File: src/rtl/nibble_serial_adder_ctrl.sv
// Serial WIDTH-bit adder: one 4-bit slice per clock, LSB nibble first, carry held in a register.
// Latency N=WIDTH/4 RUN cycles then a one-cycle done; start while busy is ignored.
// Optional subtract mode (port sub) is enabled by defining NIBBLE_SERIAL_ADDER_SUB_EN.
module nibble_serial_adder_ctrl #(
    parameter int WIDTH = 16
) (
    input  logic             clk,
    input  logic             rst,
    input  logic             start,
    input  logic [WIDTH-1:0] a,
    input  logic [WIDTH-1:0] b,
    input  logic             cin,
`ifdef NIBBLE_SERIAL_ADDER_SUB_EN
    input  logic             sub,
`endif
    output logic             ready,
    output logic             busy,
    output logic             done,
    output logic [WIDTH-1:0] s,
    output logic             cout,
    output logic             ovf
);

    localparam int N     = WIDTH / 4;
    localparam int IDX_W = (N > 1) ? $clog2(N) : 1;
    localparam logic [IDX_W-1:0] LAST_IDX = IDX_W'(N - 1);

    typedef enum logic [1:0] {
        ST_IDLE = 2'd0,
        ST_RUN  = 2'd1,
        ST_DONE = 2'd2
    } state_t;

    state_t             state_q, state_d;
    logic [IDX_W-1:0]   idx_q, idx_d;
    logic               carry_q, carry_d;
    logic [WIDTH-1:0]   a_q, a_d;
    logic [WIDTH-1:0]   b_q, b_d;
    logic [WIDTH-1:0]   s_q, s_d;
    logic               cout_q, cout_d;
    logic               ovf_q, ovf_d;
    logic               sub_q, sub_d;
    logic               sub_in;

    logic [IDX_W+1:0]   lo;
    logic [3:0]         a_nib;
    logic [3:0]         b_nib;
    logic [4:0]         sum5;

`ifdef NIBBLE_SERIAL_ADDER_SUB_EN
    assign sub_in = sub;
`else
    assign sub_in = 1'b0;
`endif

    // The single 4-bit slice adder; operands are muxed by the slice index.
    assign lo    = {idx_q, 2'b00};
    assign a_nib = a_q[lo +: 4];
    assign b_nib = sub_q ? ~b_q[lo +: 4] : b_q[lo +: 4];
    assign sum5  = {1'b0, a_nib} + {1'b0, b_nib} + {4'b0000, carry_q};

    always_comb begin
        state_d = state_q;
        idx_d   = idx_q;
        carry_d = carry_q;
        a_d     = a_q;
        b_d     = b_q;
        s_d     = s_q;
        cout_d  = cout_q;
        ovf_d   = ovf_q;
        sub_d   = sub_q;
        case (state_q)
            ST_IDLE, ST_DONE: begin
                if (start) begin
                    a_d     = a;
                    b_d     = b;
                    sub_d   = sub_in;
                    // Subtraction is a + ~b + 1, so the initial carry is forced.
                    carry_d = sub_in ? 1'b1 : cin;
                    s_d     = '0;
                    idx_d   = '0;
                    state_d = ST_RUN;
                end else if (state_q == ST_DONE) begin
                    state_d = ST_IDLE;
                end
            end
            ST_RUN: begin
                s_d[lo +: 4] = sum5[3:0];
                carry_d      = sum5[4];
                if (idx_q == LAST_IDX) begin
                    cout_d  = sum5[4];
                    ovf_d   = (a_q[WIDTH-1] == b_nib[3]) && (sum5[3] != a_q[WIDTH-1]);
                    state_d = ST_DONE;
                end else begin
                    idx_d = idx_q + 1'b1;
                end
            end
            default: state_d = ST_IDLE;
        endcase
    end

    always_ff @(posedge clk) begin
        if (rst) begin
            state_q <= ST_IDLE;
            idx_q   <= '0;
            carry_q <= 1'b0;
            a_q     <= '0;
            b_q     <= '0;
            s_q     <= '0;
            cout_q  <= 1'b0;
            ovf_q   <= 1'b0;
            sub_q   <= 1'b0;
        end else begin
            state_q <= state_d;
            idx_q   <= idx_d;
            carry_q <= carry_d;
            a_q     <= a_d;
            b_q     <= b_d;
            s_q     <= s_d;
            cout_q  <= cout_d;
            ovf_q   <= ovf_d;
            sub_q   <= sub_d;
        end
    end

    assign ready = (state_q == ST_IDLE) || (state_q == ST_DONE);
    assign busy  = (state_q == ST_RUN);
    assign done  = (state_q == ST_DONE);
    assign s     = s_q;
    assign cout  = cout_q;
    assign ovf   = ovf_q;

endmodule

File: config.mk
export PLATFORM = sky130hd
export DESIGN_NAME = nibble_serial_adder_ctrl
export DESIGN_NICKNAME = d
export VERILOG_FILES = /design/src/rtl/nibble_serial_adder_ctrl.sv
export SDC_FILE = /design/constraint.sdc
export NUM_CORES = 1
export LEC_CHECK = 0
export BUFFER_PORTS_ARGS = -buffer_cell sky130_fd_sc_hd__buf_2
export CAP_MARGIN = 20
export CELL_PAD_IN_SITES_DETAIL_PLACEMENT = 1
export CELL_PAD_IN_SITES_GLOBAL_PLACEMENT = 1
export CORE_ASPECT_RATIO = 1.5
export CORE_MARGIN = 1
export CORE_UTILIZATION = 35
export CTS_CLUSTER_DIAMETER = 80
export CTS_CLUSTER_SIZE = 28
export DETAILED_ROUTE_END_ITERATION = 6
export PLACE_DENSITY_LB_ADDON = 0.1
export SLEW_MARGIN = 10
export SYNTH_ARGS = -nofsm -noshare
export SYNTH_HDL_FRONTEND = slang
export SYNTH_SLANG_ARGS = --single-unit
File: constraint.sdc
create_clock -name clk -period 2.5 [get_ports clk]
set_clock_uncertainty 0.1 [all_clocks]
set_input_delay 0.375 -clock clk [delete_from_list [all_inputs] [get_ports clk]]
set_output_delay 0.375 -clock clk [all_outputs]
set_load 0.05 [all_outputs]
Word level (Yosys, flattened, before mapping):

Cells that the tools add are included.

* $add $sub $neg: 4
* multiply operators: 0
* div/mod/pow operators: 0
* magnitude comparators: 0
* eq/ne operators: 9
* shift operators: 4
* mux-type cells: 12
* bitwise gates (word level): 0
* reduce and logical (&&, ||, !) cells: 10

Operators by type and width (number)
* one-hot mux 16 bit (2 select lines): 1
* variable part select 16 x 5 -> 4 bit: 2
* bitwise mux 16 bit: 1
* two-way mux 16 bit: 1
* variable shift 4 x 6 -> 16 bit (first input constant): 1
* variable part select 4 x 6 -> 16 bit: 1
* two-way mux 2 bit: 5
* one-hot mux 2 bit (2 select lines): 2
* AND reduction 2 bit: 4
* negator 4 -> 6 bit: 1
* adder 4 x 4 -> 5 bit: 1
* adder 5 x 1 -> 5 bit: 1
* == test 2 bit (second input constant): 2
* != test 2 bit (second input constant): 2
* != test 3 bit (second input constant): 1
* AND reduction 3 bit: 1
* adder 2 x 1 -> 2 bit (second input constant): 1
* == test 2 x 1 -> 1 bit (second input constant): 1
* logical NOT 2 bit: 1
* != test 2 x 1 -> 1 bit (second input constant): 1
* one-hot mux 1 bit (2 select lines): 1
* nonzero test 2 bit: 1
* OR reduction 2 bit: 1
* == test 1 bit: 1
* 4 further kinds: 4

* register bits: 55
* latch bits: 0
* memory bits (writable): 0
* ROM bits: 0
* input port bits: 36
* output and inout port bits: 21
* logic and storage cells: 47
* memories kept: 0

Longest topological paths before layout:

Gate-level depths: netlist of the first run.

* depth after elaboration: 6
* gate-level depth with buffers: 9

Worst setup path after synthesis of the first run:

No wires, ideal clock.

* path kind: reg2reg
* start: register idx_q[0]
* end: register ovf_q, in the netlist ovf
* setup time: 0.091 ns
* arrival: 2.553 ns
* path slack: -0.244 ns
* cell stages (with the launch flop): 8
* cells stage by stage: dfxtp_1 > buf_2 > mux4_2 > fa_1 > nand3_1 > a21boi_1 > or4_1 > a311oi_1

* word-level cells in the longest chain between the ends: 5
* elaborated cells between the ends (all ways): 9

Ends and longest elaborated chain
* from (decl): line 35 `logic [IDX_W-1:0] idx_q, idx_d;`
* from (signal assigned): line 115 `idx_q <= idx_d;`
* variable part select 16 x 5 -> 4 bit (on tied branches): line 58, 59
* adder 4 x 4 -> 5 bit: line 60 `assign sum5 = {1'b0, a_nib} + {1'b0, b_nib} + {4'b0000, carry_q};`
* adder 5 x 1 -> 5 bit: line 60
* != test 1 bit: line 92 `ovf_d = (a_q[WIDTH-1] == b_nib[3]) && (sum5[3] != a_q[WIDTH-1]);`
* logical AND 1 bit: line 92
* to (signal assigned): line 121 `ovf_q <= ovf_d;`
* to (decl): line 41 `logic ovf_q, ovf_d;`

Several ways; a longest one is shown, not always the timed one.
A chain may end at the register's enable or synchronous reset.

Worst setup path after layout of the first run:

* start: register idx_q[0]
* end: register s_q[7], in the netlist s[7]

* word-level cells in the longest chain between the ends: 6
* elaborated cells between the ends (all ways): 9

Ends and longest elaborated chain
* variable part select 16 x 5 -> 4 bit (on tied branches): line 58, 59
* adder 4 x 4 -> 5 bit: line 60
* adder 5 x 1 -> 5 bit: line 60
* variable part select 4 x 6 -> 16 bit: line 88 `s_d[lo +: 4] = sum5[3:0];`
* bitwise mux 16 bit *: line 88
* one-hot mux 16 bit (2 select lines) *: line 72 `case (state_q)`
* to (signal assigned): line 109 `s_q <= '0;`
* to (signal assigned): line 119 `s_q <= s_d;`
* to (decl): line 39 `logic [WIDTH-1:0] s_q, s_d;`

Every way passes the cells marked *; elsewhere a longest branch is shown, timed or not.

==> metrics.txt, run 1 <==
post-layout util 45.7%; NumNets Final 381; H-tree levels 2; CTS Hold Bufs 0; drt total wl 6200 um; Post-DRT Antenna Nets 0; clock share of power 27.5%; flops & latches, synth 55; Distinct cells, synth 31; # clock sinks 55; Worst Path Required 2.64 ns; post-synth top area cell dfxtp_1; P&R area growth vs syn 26.3%; Startpoint Class flop; main combinational cell family by area after synthesis simple AND/OR/NAND/NOR gates; post-synthesis mux area share 7.62%; global-route wire length before repair 10300 um; Buf/Inv on CP 1; post-synthesis instance area 2370 sq um; post-synth top area share 46.5%; CP endpoint kind flop; post-layout minimum cycle time 2.46 ns; Placer Congestion 0.767; FMAX 406 MHz; Clock Path Buffers 2; Worst-Skew Late Latency 0.30 ns; relative slew slack 62.9%; CTS tree done; vias 2101; Antenna Cells 0; vias in the first global route 2130; routed vias/inst 5.09; RSZ-0062 raised after global routing yes; Post-Layout Inst Area 2990 sq um; Final HPWL DP 4610 um; top post-synthesis cells by area dfxtp_1 47%, nand2_1 12%, a21oi_1 8.5%; fillers 815; Reg clk slew, reported paths 0.09 ns; syn avg cell area 8.64 sq um; wire per inst 15.0 um; crit-path max FO 5; Buffers on Ports 56; pin count of the biggest net entering global routing 34; CP Class flop to flop; net switching power 482 uW; core area 6530 sq um; Total Power 1720 uW; Die W 69.1 um; Worst path slowest cell mux4_2; Net Sw Frac 27.9%; Die Ht 103 um; sequential share of the synthesized area 46.5%; YS warnings 0; 1st-iter DRT viols 55; XOR/XNOR Fraction of Synth Area 0.370%; outcome finished, final reports clean; combinational share of power 17.8%; Critical Path, Cell by Cell buf_12 > mux4_2 > ha_4 > nand3_2 > and3b_2 > or4_1 > a21oi_1; Post-Synth Adder-Cell Area 5.39%; Worst path max stage delay 0.54 ns; slew at the pin closest to its max-slew limit 0.556 ns; placed cell areas 2800 sq um; clock buffer count from CTS 5; Pwr Density 577 nW/um^2; DRC 0; Setup-failing EPs final 0; die area 7100 sq um; I/O pins 57; row cnt 36; crit share post-route 98.5%; min-delay worst type input pin to flop; global route overflow 0; post-synth net total 319; Worst path top cell family by delay simple AND/OR/NAND/NOR gates; worst path arrival time 2.60 ns; share of layout cells above drive strength 1 30.6%; Simple-Gate Fraction of Synth Area 21.4%; Slew Limit Fails 0; max_cap viols 0; Root Driver clkbuf_8; internal power component 1240 uW; worst IR drop on VDD 0.267 mV; leakage 0.00121 uW; Seq pwr share 54.6%; 1st-pass router iterations 3; Starting Density 36.2%; Syn Inst Count 274; initial antenna violation count 0; non-filler cells, final 413; Post-Place Cells 402; Compound-Gate Fraction of Synth Area 14.6%; number of hold violations in the final report 0; gr usage total 18.3%
-- metrics by stage --
stage	setup TNS [ns]	hold slack, ns	setup WS, ns
global placement	0	0.342	0.0244
detailed placement	-0.0260	0.347	-0.0260
global route	-0.188	0.195	-0.0600
floorplan	0	0.333	0.0242
CTS	0	0.193	0.00670
finish	0	0.199	0.0370
-- tightest hold or removal path, delay by kind of cell --
family	cells	cell delay, ns
compound gates	1	0.05
simple gates	1	0.04
buf+inv	1	0.09
-- worst paths after layout --
kind,startpoint,endpoint,slack [ns],cells past startpoint
hold / removal,a[12],a_q[12],0.20,3
setup / recovery,idx_q[0],s[7],0.04,7
setup reg to reg,idx_q[0],s[7],0.04,7
hold reg to reg,a_q[3],a_q[3],0.36,2
-- sequential cells by signal (all words and copies together) (netlist names) --
signal / flops
s: 16
ovf: 1
b_q: 16
idx_q: 2
state_q: 2
a_q: 16
carry_q: 1
cout: 1
-- Yosys cell counts --
cell type and number:
a21boi_1 1, a21oi_1 40, a22oi_1 12, a311oi_1 1, a31oi_1 3, and3b_1 2, buf_1 2, buf_2 2
clkbuf_1 12, dfxtp_1 55, fa_1 2, ha_1 7, inv_1 9, mux4_2 8, nand2_1 75, nand2b_1 1
nand3_1 2, nand3b_1 2, nor2_1 20, nor2b_1 2, nor3_1 2, nor3b_1 1, nor4_1 1, nor4b_1 2
o211ai_1 1, o21a_1 1, o21ai_0 1, or3_1 1, or3b_1 3, or4_1 2, xnor2_1 1
-- logic make-up (layout without fill, tap and decap cells) --
family	after synthesis	in the layout
compound gates	60	60
xor+xnor	1	1
fa+ha+maj	9	9
buf+inv	25	88
flops	55	55
mux	8	8
simple gates	116	116
-- power groups by stage --
stage | clock, uW | combinational (uW) | sequential [uW]
floorplan | 0 | 184 | 961
global placement | 0 | 273 | 967
detailed placement | 0 | 278 | 967
CTS | 491 | 300 | 943
global route | 526 | 345 | 948
finish | 475 | 307 | 942
-- cell type report --
cell class	count	area (sq um)	share of cell area [%]
timing repair buffer	71	422	14.1
multi-input combinational	194	1250	41.8
tap	76	95.1	3.18
clock inverter	2	12.5	0.419
sequential	55	1100	37.0
inverter	9	33.8	1.13
clock buffer	6	72.6	2.43
-- placed cells by master (no fill, tap or decap), types with 2 or more instances in the layout --
master and count:
ha_4 2, mux4_2 8, buf_2 56, a31oi_1 3, buf_12 2, dfxtp_1 54
ha_1 5, nor2_1 20, a21oi_1 38, nand2_1 75, a22oi_1 12, or3b_1 2
nand3b_1 2, buf_4 12, clkbuf_8 5, a21oi_2 2, inv_1 8
-- timing repair --
action,in CTS,in global routing
gates resized for setup,5,11
gates cloned,0,0
setup endpoints to repair,1,12
setup buffers,3,0
pin swaps,0,1
-- routing by layer --
| layer | vias up | global-route usage, % | wire length [um] |
|---|---|---|---|
| met5 | - | 0 | 0 |
| met4 | 0 | 5.65 | 152 |
| met3 | 11 | 2.93 | 173 |
| met2 | 41 | 35.8 | 3410 |
| met1 | 998 | 20.0 | 2460 |
| li1 | 1051 | - | - |
Power figures use the tool's default switching activity.
==> run 2: changes to the inputs <==
--- a/config.mk
+++ b/config.mk
@@ -6,7 +6,7 @@
 export NUM_CORES = 1
 export LEC_CHECK = 0
 export BUFFER_PORTS_ARGS = -buffer_cell sky130_fd_sc_hd__buf_2
-export CAP_MARGIN = 20
+export CAP_MARGIN = 10
 export CELL_PAD_IN_SITES_DETAIL_PLACEMENT = 1
 export CELL_PAD_IN_SITES_GLOBAL_PLACEMENT = 1
 export CORE_ASPECT_RATIO = 1.5
==> constraint.sdc (replaced) <==
create_clock -name clk -period 2 [get_ports clk]
set_clock_uncertainty 0.1 [all_clocks]
set_input_delay 0.3 -clock clk [delete_from_list [all_inputs] [get_ports clk]]
set_output_delay 0.3 -clock clk [all_outputs]
set_load 0.05 [all_outputs]
==> run 2 against run 1 <==
Compared with the run above:
- the run now ends with setup timing left
- highest routed layer unchanged
- die area unchanged
- combinational power grew 43%
- wire length up 6.5%
- critical endpoint is now ovf
- sequential cell count unchanged
- sequential share of layout area fell by 2.0 points
- clock power is 41% higher
==> metrics.txt, run 2 (synthesis gave the netlist of run 1 again) <==
row cnt 36 (unchanged); Slew Limit Fails 0 (unchanged); die area 7100 sq um (unchanged); outcome finished, violations left (was finished, final reports clean); cells on worst reg2reg path 7 (unchanged); CP Class flop to flop (unchanged); Worst Path Required 2.13 ns (was 2.64 ns); crit share post-route 124% (was 98.5%); Die W 69.1 um (unchanged); CTS tree done (unchanged); Worst path slowest cell mux4_2 (unchanged); Worst-Skew Late Latency 0.31 ns (was 0.30 ns); Pwr Density 721 nW/um^2 (was 577 nW/um^2); vias 2126 (was 2101); share of layout cells above drive strength 1 35.0% (was 30.6%); wire per inst 15.6 um (was 15.0 um); # clock sinks 55 (unchanged); Buffers on Ports 56 (unchanged); worst path arrival time 2.61 ns (was 2.60 ns); fillers 794 (was 815); DRC 0 (unchanged); H-tree levels 2 (unchanged); placed cell areas 2890 sq um (was 2800 sq um); 1st-iter DRT viols 88 (was 55); worst hold stages 3 (unchanged); Post-DRT Antenna Nets 0 (unchanged); max_cap viols 0 (unchanged); FMAX 403 MHz (was 406 MHz); worst IR drop on VDD 0.342 mV (was 0.267 mV); most frequent cells in the layout 75 x nand2_1, 56 x buf_2, 54 x dfxtp_1, 36 x a21oi_1, 20 x buf_4 (was 75 x nand2_1, 56 x buf_2, 54 x dfxtp_1, 38 x a21oi_1, 20 x nor2_1); initial antenna violation count 0 (unchanged); pre-CTS setup slack -0.471 ns (was -0.0260 ns); crit-path max FO 5 (unchanged); failing checks setup timing; Antenna Cells 0 (unchanged); 1st-pass router iterations 6 (was 3); Post-Layout Inst Area 3160 sq um (was 2990 sq um); slew at the pin closest to its max-slew limit 0.544 ns (was 0.556 ns); CP endpoint kind flop (unchanged); RSZ-0062 raised after global routing yes (unchanged); Placer Congestion 0.844 (was 0.767); Final HPWL DP 4990 um (was 4610 um); number of hold violations in the final report 0 (unchanged); I/O pins 57 (unchanged); post-layout minimum cycle time 2.48 ns (was 2.46 ns); clock buffer count from CTS 5 (unchanged); Setup-failing EPs final 18 (was 0); leakage 0.00127 uW (was 0.00121 uW); Critical Path, Cell by Cell buf_6 > mux4_2 > ha_4 > nand3_2 > and3b_2 > or4_1 > a311oi_2 (was buf_12 > mux4_2 > ha_4 > nand3_2 > and3b_2 > or4_1 > a21oi_1); Crit. path cell count 7 (unchanged); Startpoint Class flop (unchanged); Starting Density 36.2% (unchanged); pin count of the biggest net entering global routing 56 (was 34); drt total wl 6600 um (was 6200 um); routed vias/inst 5.04 (was 5.09); NumNets Final 390 (was 381); relative slew slack 63.7% (was 62.9%); gr usage total 19.5% (was 18.3%); Worst path max stage delay 0.55 ns (was 0.54 ns); Sum Neg Setup Slack -5.74 ns (was 0 ns); global route overflow 0 (unchanged); vias in the first global route 2194 (was 2130); Die Ht 103 um (unchanged); post-layout util 48.4% (was 45.7%); min-delay worst type input pin to flop (unchanged); P&R area growth vs syn 33.6% (was 26.3%); final setup margin -0.480 ns (was 0.0370 ns); Worst path top cell family by delay simple AND/OR/NAND/NOR gates (unchanged); Buf/Inv on CP 1 (unchanged); Clock Path Buffers 2 (unchanged); Root Driver clkbuf_8 (unchanged); global-route wire length before repair 10700 um (was 10300 um); Reg clk slew, reported paths 0.10 ns (was 0.09 ns); core area 6530 sq um (unchanged); commonest non-fill, non-tap cell in the layout nand2_1 (unchanged)
run 2: path summary, 6_finish.rpt:
check | from | endpoint | slack, ns
max reg2reg | idx_q[0] | ovf | -0.48
max | idx_q[0] | ovf | -0.48
min | b[1] | b_q[1] | 0.12
min reg2reg | b_q[5] | b_q[5] | 0.36
run 2: final cells by class:
class | count | area (sq um) | share of cell area, %
Tap cell | 76 | 95.1 | 3.01
Multi-Input combinational cell | 194 | 1320 | 41.9
Clock buffer | 8 | 100 | 3.17
Sequential cell | 55 | 1100 | 34.9
Timing Repair Buffer | 80 | 502 | 15.9
Inverter | 9 | 36.3 | 1.15
run 2: stage by stage:
stage,power [uW],hold slack (ns),cells
6_report,2280,0.119,422
5_1_grt,2390,0.124,422
4_1_cts,2310,0.110,422
3_5_place_dp,1590,0.349,410
3_3_place_gp,1590,0.340,410
2_1_floorplan,1440,0.333,274
run 2: per-layer routing:
| metal | vias up | GRT usage, % | part of all wire [%] |
|---|---|---|---|
| met2 | 44 | 39.5 | 57 |
| met1 | 997 | 19.4 | 38 |
| li1 | 1073 | - | - |
| met5 | - | 0 | 0 |
| met3 | 12 | 3.62 | 2.8 |
| met4 | 0 | 8.01 | 2.5 |
run 2: power by group:
group,internal (uW),switching [uW],total (uW)
logic,194,245,438
registers,1140,31.2,1170
clock network,317,351,668
run 2: repair_timing:
item,CTS,global route
endpoints found under the setup margin,19,20
hold buffers,0,0
gates resized for setup,16,9
pin swaps,7,2
buffers inserted,4,0
run 2: worst register-to-register path, stage by stage (launching register included):
cell      delay [ns]
dfxtp_4         0.38
buf_6           0.13
mux4_2          0.55
ha_4            0.29
nand3_2         0.09
and3b_2         0.24
or4_1           0.43
a311oi_2        0.20
==> run 3: changes to the inputs <==
--- a/config.mk
+++ b/config.mk
@@ -12,6 +12,7 @@
 export CORE_ASPECT_RATIO = 1.5
 export CORE_MARGIN = 1
 export CORE_UTILIZATION = 35
+export CTS_BUF_LIST = sky130_fd_sc_hd__clkbuf_16
 export CTS_CLUSTER_DIAMETER = 80
 export CTS_CLUSTER_SIZE = 28
 export DETAILED_ROUTE_END_ITERATION = 6
==> run 3 against run 2 <==
Compared with the run above:
- the run still ends with setup timing left
- sequential power about the same
- via count up 1.8%
- critical path depth is the same
- highest routed layer unchanged
==> metrics.txt, run 3 (synthesis gave the netlist of run 1 again) <==
outcome finished, violations left (unchanged); failing checks setup timing (unchanged); Die Ht 103 um (unchanged); Post-Layout Inst Area 3230 sq um (was 3160 sq um); Worst path max stage delay 0.52 ns (was 0.55 ns); DRC 0 (unchanged); CTS tree done (unchanged); Antenna Cells 0 (unchanged); slew at the pin closest to its max-slew limit 0.554 ns (was 0.544 ns); Slew Limit Fails 0 (unchanged); commonest non-fill, non-tap cell in the layout nand2_1 (unchanged); vias in the first global route 2164 (was 2194); NumNets Final 391 (was 390); share of layout cells above drive strength 1 34.9% (was 35.0%); worst IR drop on VDD 0.432 mV (was 0.342 mV); CP endpoint kind flop (unchanged); final setup margin -0.470 ns (was -0.480 ns); Die W 69.1 um (unchanged); leakage 0.00131 uW (was 0.00127 uW); cells on worst reg2reg path 7 (unchanged); Startpoint Class flop (unchanged); global-route wire length before repair 10900 um (was 10700 um); number of hold violations in the final report 0 (unchanged); reg2reg end ovf (unchanged); Buffers on Ports 56 (unchanged); H-tree levels 2 (unchanged); RSZ-0062 raised after global routing yes (unchanged); die area 7100 sq um (unchanged); r2r setup slk -0.47 ns (was -0.48 ns); gr usage total 20.2% (was 19.5%); Worst Setup SP idx_q[0] (unchanged); global route overflow 0 (unchanged); worst hold stages 3 (unchanged); hold-critical path endpoint a_q[5] (was b_q[1]); Post-DRT Antenna Nets 0 (unchanged); most frequent cells in the layout 75 x nand2_1, 56 x buf_2, 54 x dfxtp_1, 35 x a21oi_1, 20 x buf_4 (was 75 x nand2_1, 56 x buf_2, 54 x dfxtp_1, 36 x a21oi_1, 20 x buf_4); vias 2164 (was 2126); worst path arrival time 2.58 ns (was 2.61 ns); Clock Path Buffers 2 (unchanged); # clock sinks 55 (unchanged); Worst Hold Launch a[5] (was b[1]); Starting Density 36.2% (unchanged); row cnt 36 (unchanged); post-layout minimum cycle time 2.47 ns (was 2.48 ns); relative slew slack 62.9% (was 63.7%); fillers 790 (was 794); 1st-pass router iterations 4 (was 6); crit share post-route 123% (was 124%); pin count of the biggest net entering global routing 56 (unchanged); 1st-iter DRT viols 120 (was 88); crit-path max FO 5 (unchanged); FMAX 405 MHz (was 403 MHz); I/O pins 57 (unchanged); Placer Congestion 0.844 (unchanged); max_cap viols 0 (unchanged); P&R area growth vs syn 36.4% (was 33.6%); multi-input logic area 1340 sq um (was 1320 sq um); clock buffer count from CTS 5 (unchanged); core area 6530 sq um (unchanged); Root Driver clkbuf_16 (was clkbuf_8); Worst path slowest cell mux4_2 (unchanged); Worst-Skew Late Latency 0.29 ns (was 0.31 ns); CP Class flop to flop (unchanged); Pwr Density 765 nW/um^2 (was 721 nW/um^2); Setup-failing EPs final 18 (unchanged); FF-to-FF Start idx_q[0] (unchanged); Final HPWL DP 4990 um (unchanged); initial antenna violation count 0 (unchanged); placed cell areas 2890 sq um (unchanged); Critical Path, Cell by Cell buf_12 > mux4_2 > fa_2 > nand3_4 > a21boi_2 > or4_1 > a311oi_2 (was buf_6 > mux4_2 > ha_4 > nand3_2 > and3b_2 > or4_1 > a311oi_2); Total Power 2470 uW (was 2280 uW); Reg clk slew, reported paths 0.07 ns (was 0.10 ns); min-delay worst type input pin to flop (unchanged); routed vias/inst 5.12 (was 5.04); drt total wl 6730 um (was 6600 um); CTS Hold Bufs 0 (unchanged); Worst Path Required 2.11 ns (was 2.13 ns); register area 1100 sq um (unchanged); wire per inst 15.9 um (was 15.6 um)
[run 3: timing repair]
item | 4_1_cts | 5_1_grt
gates resized for setup | 18 | 12
gates cloned | 0 | 0
setup buffers | 5 | 0
pin swaps | 5 | 7
endpoints found under the setup margin | 19 | 21
[run 3: through the flow]
step,TNS [ns],util (%),hold WS [ns],setup slack (ns),cells
2_1_floorplan,-4.13,-,0.333,-0.391,274
3_3_place_gp,-5.27,44.2,0.340,-0.380,410
3_5_place_dp,-6.49,44.2,0.349,-0.471,410
4_1_cts,-5.70,48.4,0.136,-0.455,423
5_1_grt,-7.54,49.4,0.147,-0.572,423
6_report,-6.04,49.4,0.140,-0.470,423
[run 3: area by class of cell]
type | count | share of cell area (%)
multi-input combinational | 194 | 41.5
inverter | 9 | 1.12
timing repair buffer | 81 | 16.0
clock inverter | 3 | 0.349
tap | 76 | 2.95
sequential | 55 | 34.2
clock buffer | 5 | 3.88
[run 3: worst max-delay path by stage]
| stage | end | slack [ns] |
|---|---|---|
| floorplan | ovf | -0.39 |
| global placement | ovf | -0.38 |
| detailed placement | ovf | -0.47 |
| CTS | ovf | -0.46 |
| global route | ovf | -0.57 |
| finish | ovf | -0.47 |
[run 3: layer usage]
metal	wire [um]	vias up	global-route usage, %
li1	-	1079	-
met3	206	9	4.30
met2	3840	45	40.4
met5	0	-	0
met1	2580	1031	20.1
met4	104	0	7.69
[run 3: power breakdown]
group	switching [uW]	internal, uW
clock network	387	452
logic	252	203
registers	31.9	1140
[run 3: worst max-delay path, delay by kind of cell (launching register included)]
kind | cells | cell delay, ns
mux | 1 | 0.52
simple gates | 2 | 0.59
flops | 1 | 0.38
buf+inv | 1 | 0.11
compound gates | 2 | 0.28
fa+ha+maj | 1 | 0.41
